--- src/rtl/y86_bus_arbiter_if.sv ---
// Bus bundle shared by the two y86 bus masters, the arbiter and the external memory model.
// The slave modport is the arbiter's view; the master modport is the masters/memory side.
interface y86_bus_arbiter_if #(
    parameter int AW = 32,
    parameter int DW = 32
);
    logic          m0_req;
    logic          m1_req;
    logic          m0_we;
    logic          m1_we;
    logic [AW-1:0] m0_addr;
    logic [AW-1:0] m1_addr;
    logic [DW-1:0] m0_wdata;
    logic [DW-1:0] m1_wdata;
    logic          m0_gnt;
    logic          m1_gnt;
    logic          m0_done;
    logic          m1_done;
    logic          m0_err;
    logic          m1_err;
    logic [DW-1:0] m_rdata;
    logic [AW-1:0] mem_A;
    logic [DW-1:0] mem_out;
    logic          mem_RE;
    logic          mem_WE;
    logic [DW-1:0] mem_in;
    logic          mem_ready;

    modport slave (
        input  m0_req, m1_req, m0_we, m1_we, m0_addr, m1_addr, m0_wdata, m1_wdata,
        input  mem_in, mem_ready,
        output m0_gnt, m1_gnt, m0_done, m1_done, m0_err, m1_err, m_rdata,
        output mem_A, mem_out, mem_RE, mem_WE
    );

    modport master (
        output m0_req, m1_req, m0_we, m1_we, m0_addr, m1_addr, m0_wdata, m1_wdata,
        output mem_in, mem_ready,
        input  m0_gnt, m1_gnt, m0_done, m1_done, m0_err, m1_err, m_rdata,
        input  mem_A, mem_out, mem_RE, mem_WE
    );
endinterface

--- src/rtl/y86_bus_arbiter.sv ---
// Two-master round-robin arbiter for the y86 memory bus: latches one request, runs the
// ready/wait handshake with a timeout, and returns data plus a done/err pulse to the owner.
module y86_bus_arbiter #(
    parameter int AW     = 32,
    parameter int DW     = 32,
    parameter int TO_MAX = 15
) (
    input  logic             clk,
    input  logic             rst,
    y86_bus_arbiter_if.slave bus
);

    localparam int            CW   = $clog2(TO_MAX + 1);
    localparam logic [CW-1:0] TO_C = CW'(TO_MAX);

    typedef enum logic [1:0] {
        IDLE,
        ACCESS,
        RESP
    } state_e;

    state_e        state_q, state_d;
    logic          owner_q, owner_d;
    logic          last_owner_q, last_owner_d;
    logic [CW-1:0] cnt_q, cnt_d;
    logic [DW-1:0] rdata_q, rdata_d;
    logic [AW-1:0] mem_a_q, mem_a_d;
    logic [DW-1:0] mem_out_q, mem_out_d;
    logic          mem_re_q, mem_re_d;
    logic          mem_we_q, mem_we_d;
    logic [1:0]    gnt_q, gnt_d;
    logic [1:0]    done_q, done_d;
    logic [1:0]    err_q, err_d;
    logic          win;

    // The memory-side registers double as the latched request: they hold the winner's
    // addr/wdata/direction for the whole ACCESS phase and are zero in every other state.
    always_comb begin
        state_d      = state_q;
        owner_d      = owner_q;
        last_owner_d = last_owner_q;
        cnt_d        = cnt_q;
        rdata_d      = rdata_q;
        mem_a_d      = mem_a_q;
        mem_out_d    = mem_out_q;
        mem_re_d     = mem_re_q;
        mem_we_d     = mem_we_q;
        gnt_d        = '0;
        done_d       = '0;
        err_d        = '0;
        win          = 1'b0;

        unique case (state_q)
            IDLE: begin
                if (bus.m0_req || bus.m1_req) begin
                    win          = (bus.m0_req && bus.m1_req) ? ~last_owner_q : bus.m1_req;
                    owner_d      = win;
                    last_owner_d = win;
                    gnt_d[win]   = 1'b1;
                    cnt_d        = '0;
                    mem_a_d      = win ? bus.m1_addr  : bus.m0_addr;
                    mem_out_d    = win ? bus.m1_wdata : bus.m0_wdata;
                    mem_we_d     = win ? bus.m1_we    : bus.m0_we;
                    mem_re_d     = win ? ~bus.m1_we   : ~bus.m0_we;
                    state_d      = ACCESS;
                end
            end
            ACCESS: begin
                // Ready wins over a timeout landing on the same edge.
                if (bus.mem_ready || (cnt_q == TO_C)) begin
                    state_d   = RESP;
                    mem_a_d   = '0;
                    mem_out_d = '0;
                    mem_re_d  = 1'b0;
                    mem_we_d  = 1'b0;
                    if (bus.mem_ready) begin
                        if (mem_re_q) begin
                            rdata_d = bus.mem_in;
                        end
                        done_d[owner_q] = 1'b1;
                    end else begin
                        err_d[owner_q] = 1'b1;
                    end
                end else begin
                    cnt_d = cnt_q + CW'(1);
                end
            end
            RESP: begin
                state_d = IDLE;
            end
            default: begin
                state_d = IDLE;
            end
        endcase
    end

    always_ff @(posedge clk or negedge rst) begin
        if (!rst) begin
            state_q      <= IDLE;
            owner_q      <= 1'b0;
            last_owner_q <= 1'b1;
            cnt_q        <= '0;
            rdata_q      <= '0;
            mem_a_q      <= '0;
            mem_out_q    <= '0;
            mem_re_q     <= 1'b0;
            mem_we_q     <= 1'b0;
            gnt_q        <= '0;
            done_q       <= '0;
            err_q        <= '0;
        end else begin
            state_q      <= state_d;
            owner_q      <= owner_d;
            last_owner_q <= last_owner_d;
            cnt_q        <= cnt_d;
            rdata_q      <= rdata_d;
            mem_a_q      <= mem_a_d;
            mem_out_q    <= mem_out_d;
            mem_re_q     <= mem_re_d;
            mem_we_q     <= mem_we_d;
            gnt_q        <= gnt_d;
            done_q       <= done_d;
            err_q        <= err_d;
        end
    end

    assign bus.m0_gnt  = gnt_q[0];
    assign bus.m1_gnt  = gnt_q[1];
    assign bus.m0_done = done_q[0];
    assign bus.m1_done = done_q[1];
    assign bus.m0_err  = err_q[0];
    assign bus.m1_err  = err_q[1];
    assign bus.m_rdata = rdata_q;
    assign bus.mem_A   = mem_a_q;
    assign bus.mem_out = mem_out_q;
    assign bus.mem_RE  = mem_re_q;
    assign bus.mem_WE  = mem_we_q;

endmodule

--- src/flat_wrapper.sv ---
// flat-port wrapper written by rule: the top's interface ports become plain ports
module y86_bus_arbiter_flat 
#(
    parameter int AW     = 32,
    parameter int DW     = 32,
    parameter int TO_MAX = 15
)
  (clk, rst, bus_m0_req, bus_m1_req, bus_m0_we, bus_m1_we, bus_m0_addr, bus_m1_addr, bus_m0_wdata, bus_m1_wdata, bus_mem_in, bus_mem_ready, bus_m0_gnt, bus_m1_gnt, bus_m0_done, bus_m1_done, bus_m0_err, bus_m1_err, bus_m_rdata, bus_mem_A, bus_mem_out, bus_mem_RE, bus_mem_WE);
  y86_bus_arbiter_if #(.AW(AW), .DW(DW)) bus_i ();
  input  logic clk;
  input  logic rst;
  input wire logic [$bits(bus_i.m0_req)-1:0] bus_m0_req;
  input wire logic [$bits(bus_i.m1_req)-1:0] bus_m1_req;
  input wire logic [$bits(bus_i.m0_we)-1:0] bus_m0_we;
  input wire logic [$bits(bus_i.m1_we)-1:0] bus_m1_we;
  input wire logic [$bits(bus_i.m0_addr)-1:0] bus_m0_addr;
  input wire logic [$bits(bus_i.m1_addr)-1:0] bus_m1_addr;
  input wire logic [$bits(bus_i.m0_wdata)-1:0] bus_m0_wdata;
  input wire logic [$bits(bus_i.m1_wdata)-1:0] bus_m1_wdata;
  input wire logic [$bits(bus_i.mem_in)-1:0] bus_mem_in;
  input wire logic [$bits(bus_i.mem_ready)-1:0] bus_mem_ready;
  output wire logic [$bits(bus_i.m0_gnt)-1:0] bus_m0_gnt;
  output wire logic [$bits(bus_i.m1_gnt)-1:0] bus_m1_gnt;
  output wire logic [$bits(bus_i.m0_done)-1:0] bus_m0_done;
  output wire logic [$bits(bus_i.m1_done)-1:0] bus_m1_done;
  output wire logic [$bits(bus_i.m0_err)-1:0] bus_m0_err;
  output wire logic [$bits(bus_i.m1_err)-1:0] bus_m1_err;
  output wire logic [$bits(bus_i.m_rdata)-1:0] bus_m_rdata;
  output wire logic [$bits(bus_i.mem_A)-1:0] bus_mem_A;
  output wire logic [$bits(bus_i.mem_out)-1:0] bus_mem_out;
  output wire logic [$bits(bus_i.mem_RE)-1:0] bus_mem_RE;
  output wire logic [$bits(bus_i.mem_WE)-1:0] bus_mem_WE;
  assign bus_i.m0_req = bus_m0_req;
  assign bus_i.m1_req = bus_m1_req;
  assign bus_i.m0_we = bus_m0_we;
  assign bus_i.m1_we = bus_m1_we;
  assign bus_i.m0_addr = bus_m0_addr;
  assign bus_i.m1_addr = bus_m1_addr;
  assign bus_i.m0_wdata = bus_m0_wdata;
  assign bus_i.m1_wdata = bus_m1_wdata;
  assign bus_i.mem_in = bus_mem_in;
  assign bus_i.mem_ready = bus_mem_ready;
  assign bus_m0_gnt = bus_i.m0_gnt;
  assign bus_m1_gnt = bus_i.m1_gnt;
  assign bus_m0_done = bus_i.m0_done;
  assign bus_m1_done = bus_i.m1_done;
  assign bus_m0_err = bus_i.m0_err;
  assign bus_m1_err = bus_i.m1_err;
  assign bus_m_rdata = bus_i.m_rdata;
  assign bus_mem_A = bus_i.mem_A;
  assign bus_mem_out = bus_i.mem_out;
  assign bus_mem_RE = bus_i.mem_RE;
  assign bus_mem_WE = bus_i.mem_WE;
  y86_bus_arbiter #(.AW(AW), .DW(DW), .TO_MAX(TO_MAX)) u_core (.clk(clk), .rst(rst), .bus(bus_i));
endmodule
--- config.mk ---
export PLATFORM = sky130hd
export DESIGN_NAME = y86_bus_arbiter_flat
export DESIGN_NICKNAME = d
export VERILOG_FILES = /design/src/rtl/y86_bus_arbiter_if.sv /design/src/rtl/y86_bus_arbiter.sv /design/src/flat_wrapper.sv
export SDC_FILE = /design/constraint.sdc
export NUM_CORES = 1
export LEC_CHECK = 0
export CAP_MARGIN = 20
export CELL_PAD_IN_SITES_DETAIL_PLACEMENT = 1
export CELL_PAD_IN_SITES_GLOBAL_PLACEMENT = 2
export CORE_MARGIN = 2
export CORE_UTILIZATION = 23
export DETAILED_ROUTE_END_ITERATION = 6
export PLACE_DENSITY_LB_ADDON = 0.1
export SLEW_MARGIN = 20
export SYNTH_ARGS = -nofsm -noshare
export SYNTH_HDL_FRONTEND = slang
export SYNTH_SLANG_ARGS = --single-unit
--- constraint.sdc ---
create_clock -name clk -period 1.7 [get_ports clk]
set_input_delay 0.425 -clock clk [delete_from_list [all_inputs] [get_ports clk]]
set_output_delay 0.425 -clock clk [all_outputs]
set_load 0.02 [all_outputs]
==> flow_summary.yaml <==
route:
  drc: 0
  wirelength_um: 17440
  wl_per_cell_um: 18.37
  postRouteAntennaNets: 0
  drt_iter0_markers: 128
  first_pass_iters: 4
  via_per_inst: 4.551
  via_count: 4319
grt:
  grt_pass1_wl_um: 26080
  grt.total_usage_pct: 14.93
  antenna_found_initial: 1
  grt_max_degree: 81
  grt_overflow: 0
  grt_pass1_vias: 4677
power:
  peakVddDrop_mv: 0.4295
  total_power_mw: 13.27
  power.leakage_nw: 3.787
  p_per_area_mw_per_mm2: 1572
timing:
  fin_skew_ns: 0.008610
  worst_slack_ns: 0.09361
  max_freq_mhz: 622.5
  maxSlewViolCount: 0
  holdWs_ns: 0.1020
  rsz0062_at_grt: "false"
  hold_violations: 0
  worst_pin_slew_ns: 0.4598
  maxSlewHeadroom_pct: 69.35
  post-route-min-period_ns: 1.606
  period_share_pct: 94.49
  setup_viol: 0
synth:
  syn-cell-area_mm2: 0.004957
  synth_cell_type_count: 37
  syn_inst: 389
  ys_warn_count: 0
  synth_top_family_by_area: "multiplexers"
  yosysTopAreaCell: "dfrtp_1"
  synth_xor_area_share_pct: 0
  synth_area_leaders: "dfrtp_1 (56%), mux2i_1 (13%), mux2_2 (6.4%), o22ai_1 (5.0%), o2bb2ai_1 (4.8%)"
  synth_adder_area_share_pct: 0.2524
  yosysTopAreaCellShare_pct: 56.03
  synth.mux.area_fraction_pct: 20.82
  ys_seq_elements: 112
  synth.net_count: 557
  yosysSeqAreaShare_pct: 56.56
  synth.avg_cell_area_um2: 12.74
  synth-compound-area-share_pct: 15.57
  synthSimpleGateAreaFrac_pct: 2.625
flow_run:
  timing.max_cap.violations: 0
cts:
  clock_sinks: 112
  insertion_delay_ns: 0.35
  path_clk_slew_ns: 0.08
  root_buffer: "clkbuf_16"
  numCtsBuffers: 9
  cts_max_level: 3
  clockBufferDepth: 2
  cts_hold_buf: 0
  cts_tree: "done"
layout:
  area_growth_pct: 70.22
  final_nets: 837
  fin_util_pct: 40.01
  drive_above_1_share_pct: 12.18
  fillerInstances: 2273
floorplan:
  dieHeight_um: 150.8
  chipWidth_um: 150.8
  rows: 53
  core_mm2: 0.02109
  ios: 271
  initial_core_util_pct: 23.51
  die-area_mm2: 0.02274
placed_design:
  dp_hpwl_um: 12820
  dp_slack_ns: -0.3784
  place_congestion: 0.7452
  port_buffers: 270
worst_setup_path:
  path_max_fanout: 15
  criticalPathCategory: "input pin to flop"
  crit_arrival_ns: 1.84
  crit_path_start_kind: "input pin"
  worstPathRequired_ns: 1.93
  cp_top_family: "buffers and inverters"
  slowest_delay_ns: 0.49
  slowest_stage: "clkdlybuf4s50_1"
  worstPathCellList: "clkdlybuf4s50_1 > a21boi_4 > buf_4 > clkbuf_16 > mux2i_1 > o22ai_1"
  cp-end-kind: "flop"
  crit_buf_inv: 3
outcome:
  outcome: "finished clean"
min_path:
  hold_class: "input pin to async pin"
power by group:
part           switching, mW  internal, mW
combinational           3.62          2.87
clock                   1.02          1.33
sequential             0.588          3.84
synth_stat cells:
cell type and instances:
o22ai_1 40, buf_2 9, nor3_1 1, mux2_1 5
or2_0 1, or2_2 1, clkbuf_1 15, buf_4 1
o211ai_1 1, nor2_1 7, inv_1 2, mux2_2 28
a21boi_2 1, nor4_1 1, a21oi_1 1, and2_1 1
a31oi_1 2, o2bb2ai_1 27, o221ai_1 2, nand2b_1 1
nand3_2 1, or3_1 1, buf_6 8, nand3_1 2
and2b_1 1, mux2i_1 66, ha_1 1, nor4b_1 1
o21ai_0 42, dfstp_2 1, o21ai_1 1, dfrtp_1 111
a21o_1 1, and3_1 2, or3b_1 1, nand2_1 1
a211o_1 1
flip-flops by register name, indices dropped and copies added (netlist names), 2 cells and up:
register	count
u_core.bus.m_rdata	32
u_core.bus.mem_A	32
u_core.bus.mem_out	32
u_core.cnt_q	4
u_core.done_q	2
u_core.err_q	2
u_core.gnt_q	2
u_core.state_q	2
cell usage in the layout (no fill, tap or decap), drive strengths merged, types with 3 or more instances in the layout:
master and instances:
clkdlybuf4s50 164, mux2i 66, dlygate4sd2 104, clkbuf 12, o22ai 40, o2bb2ai 27, inv 3, nor2 7
o21ai 43, dfrtp 111, nand3 3, mux2 33, buf 32
worst register-to-register path, cell delays in order, from the launching register on:
cell and delay, ns:
dfrtp_1 0.39, ha_1 0.23, a31oi_1 0.13, a211o_1 0.35
buf_12 0.18, o2bb2ai_1 0.15
worst paths after layout:
check | start | slack, ns | to | cells after the start
min | rst | 0.10 | u_core.bus.mem_out[20] | 2
min reg2reg | u_core.bus.mem_A[9] | 0.49 | u_core.bus.mem_A[9] | 1
max | bus_m1_req | 0.09 | u_core.bus.mem_out[12] | 6
max reg2reg | u_core.cnt_q[0] | 0.16 | u_core.bus.mem_A[19] | 5
min in group clk | u_core.bus.mem_A[9] | 0.49 | u_core.bus.mem_A[9] | 1
max in group asynchronous | rst | 1.22 | u_core.last_owner_q | 2
through the flow:
step	cells	setup TNS (ns)	instance area [um2]
floorplan	389	0	4957
global placement	930	-23.14	8204
detailed placement	930	-27.22	8204
CTS	945	0	8393
global route	949	0	8438
finish	949	0	8438
kinds of logic (layout without fill, tap and decap cells):
kind of cell	Yosys count	after routing
compound gates	119	119
flops	112	112
mux	99	99
buf+inv	35	319
simple gates	23	23
fa+ha+maj	1	1
other cells	0	1
repair_timing:
action | in CTS | in global routing
gates resized for setup | 104 | 1
cloned | 0 | 1
endpoints found under the setup margin | 104 | 36
setup buffers | 0 | 2
pin swaps | 0 | 1
area by class of cell:
| class | count | area [um2] | share of cell area (%) |
|---|---|---|---|
| antenna | 1 | 2.502 | 0.02966 |
| clock buffer | 11 | 242.7 | 2.877 |
| clock inverter | 4 | 76.32 | 0.9045 |
| inverter | 2 | 7.507 | 0.08897 |
| multi-input combinational | 242 | 1981 | 23.47 |
| sequential | 112 | 2804 | 33.23 |
| tap | 275 | 344.1 | 4.078 |
| timing repair buffer | 302 | 2980 | 35.32 |
layer usage:
metal / GRT usage (%) / routed length, um
met4: 4.346 / 161
met1: 18.50 / 7448
met3: 4.819 / 1441
met5: 0 / 0
met2: 24.91 / 8385
(Power assumes the default switching activity.)
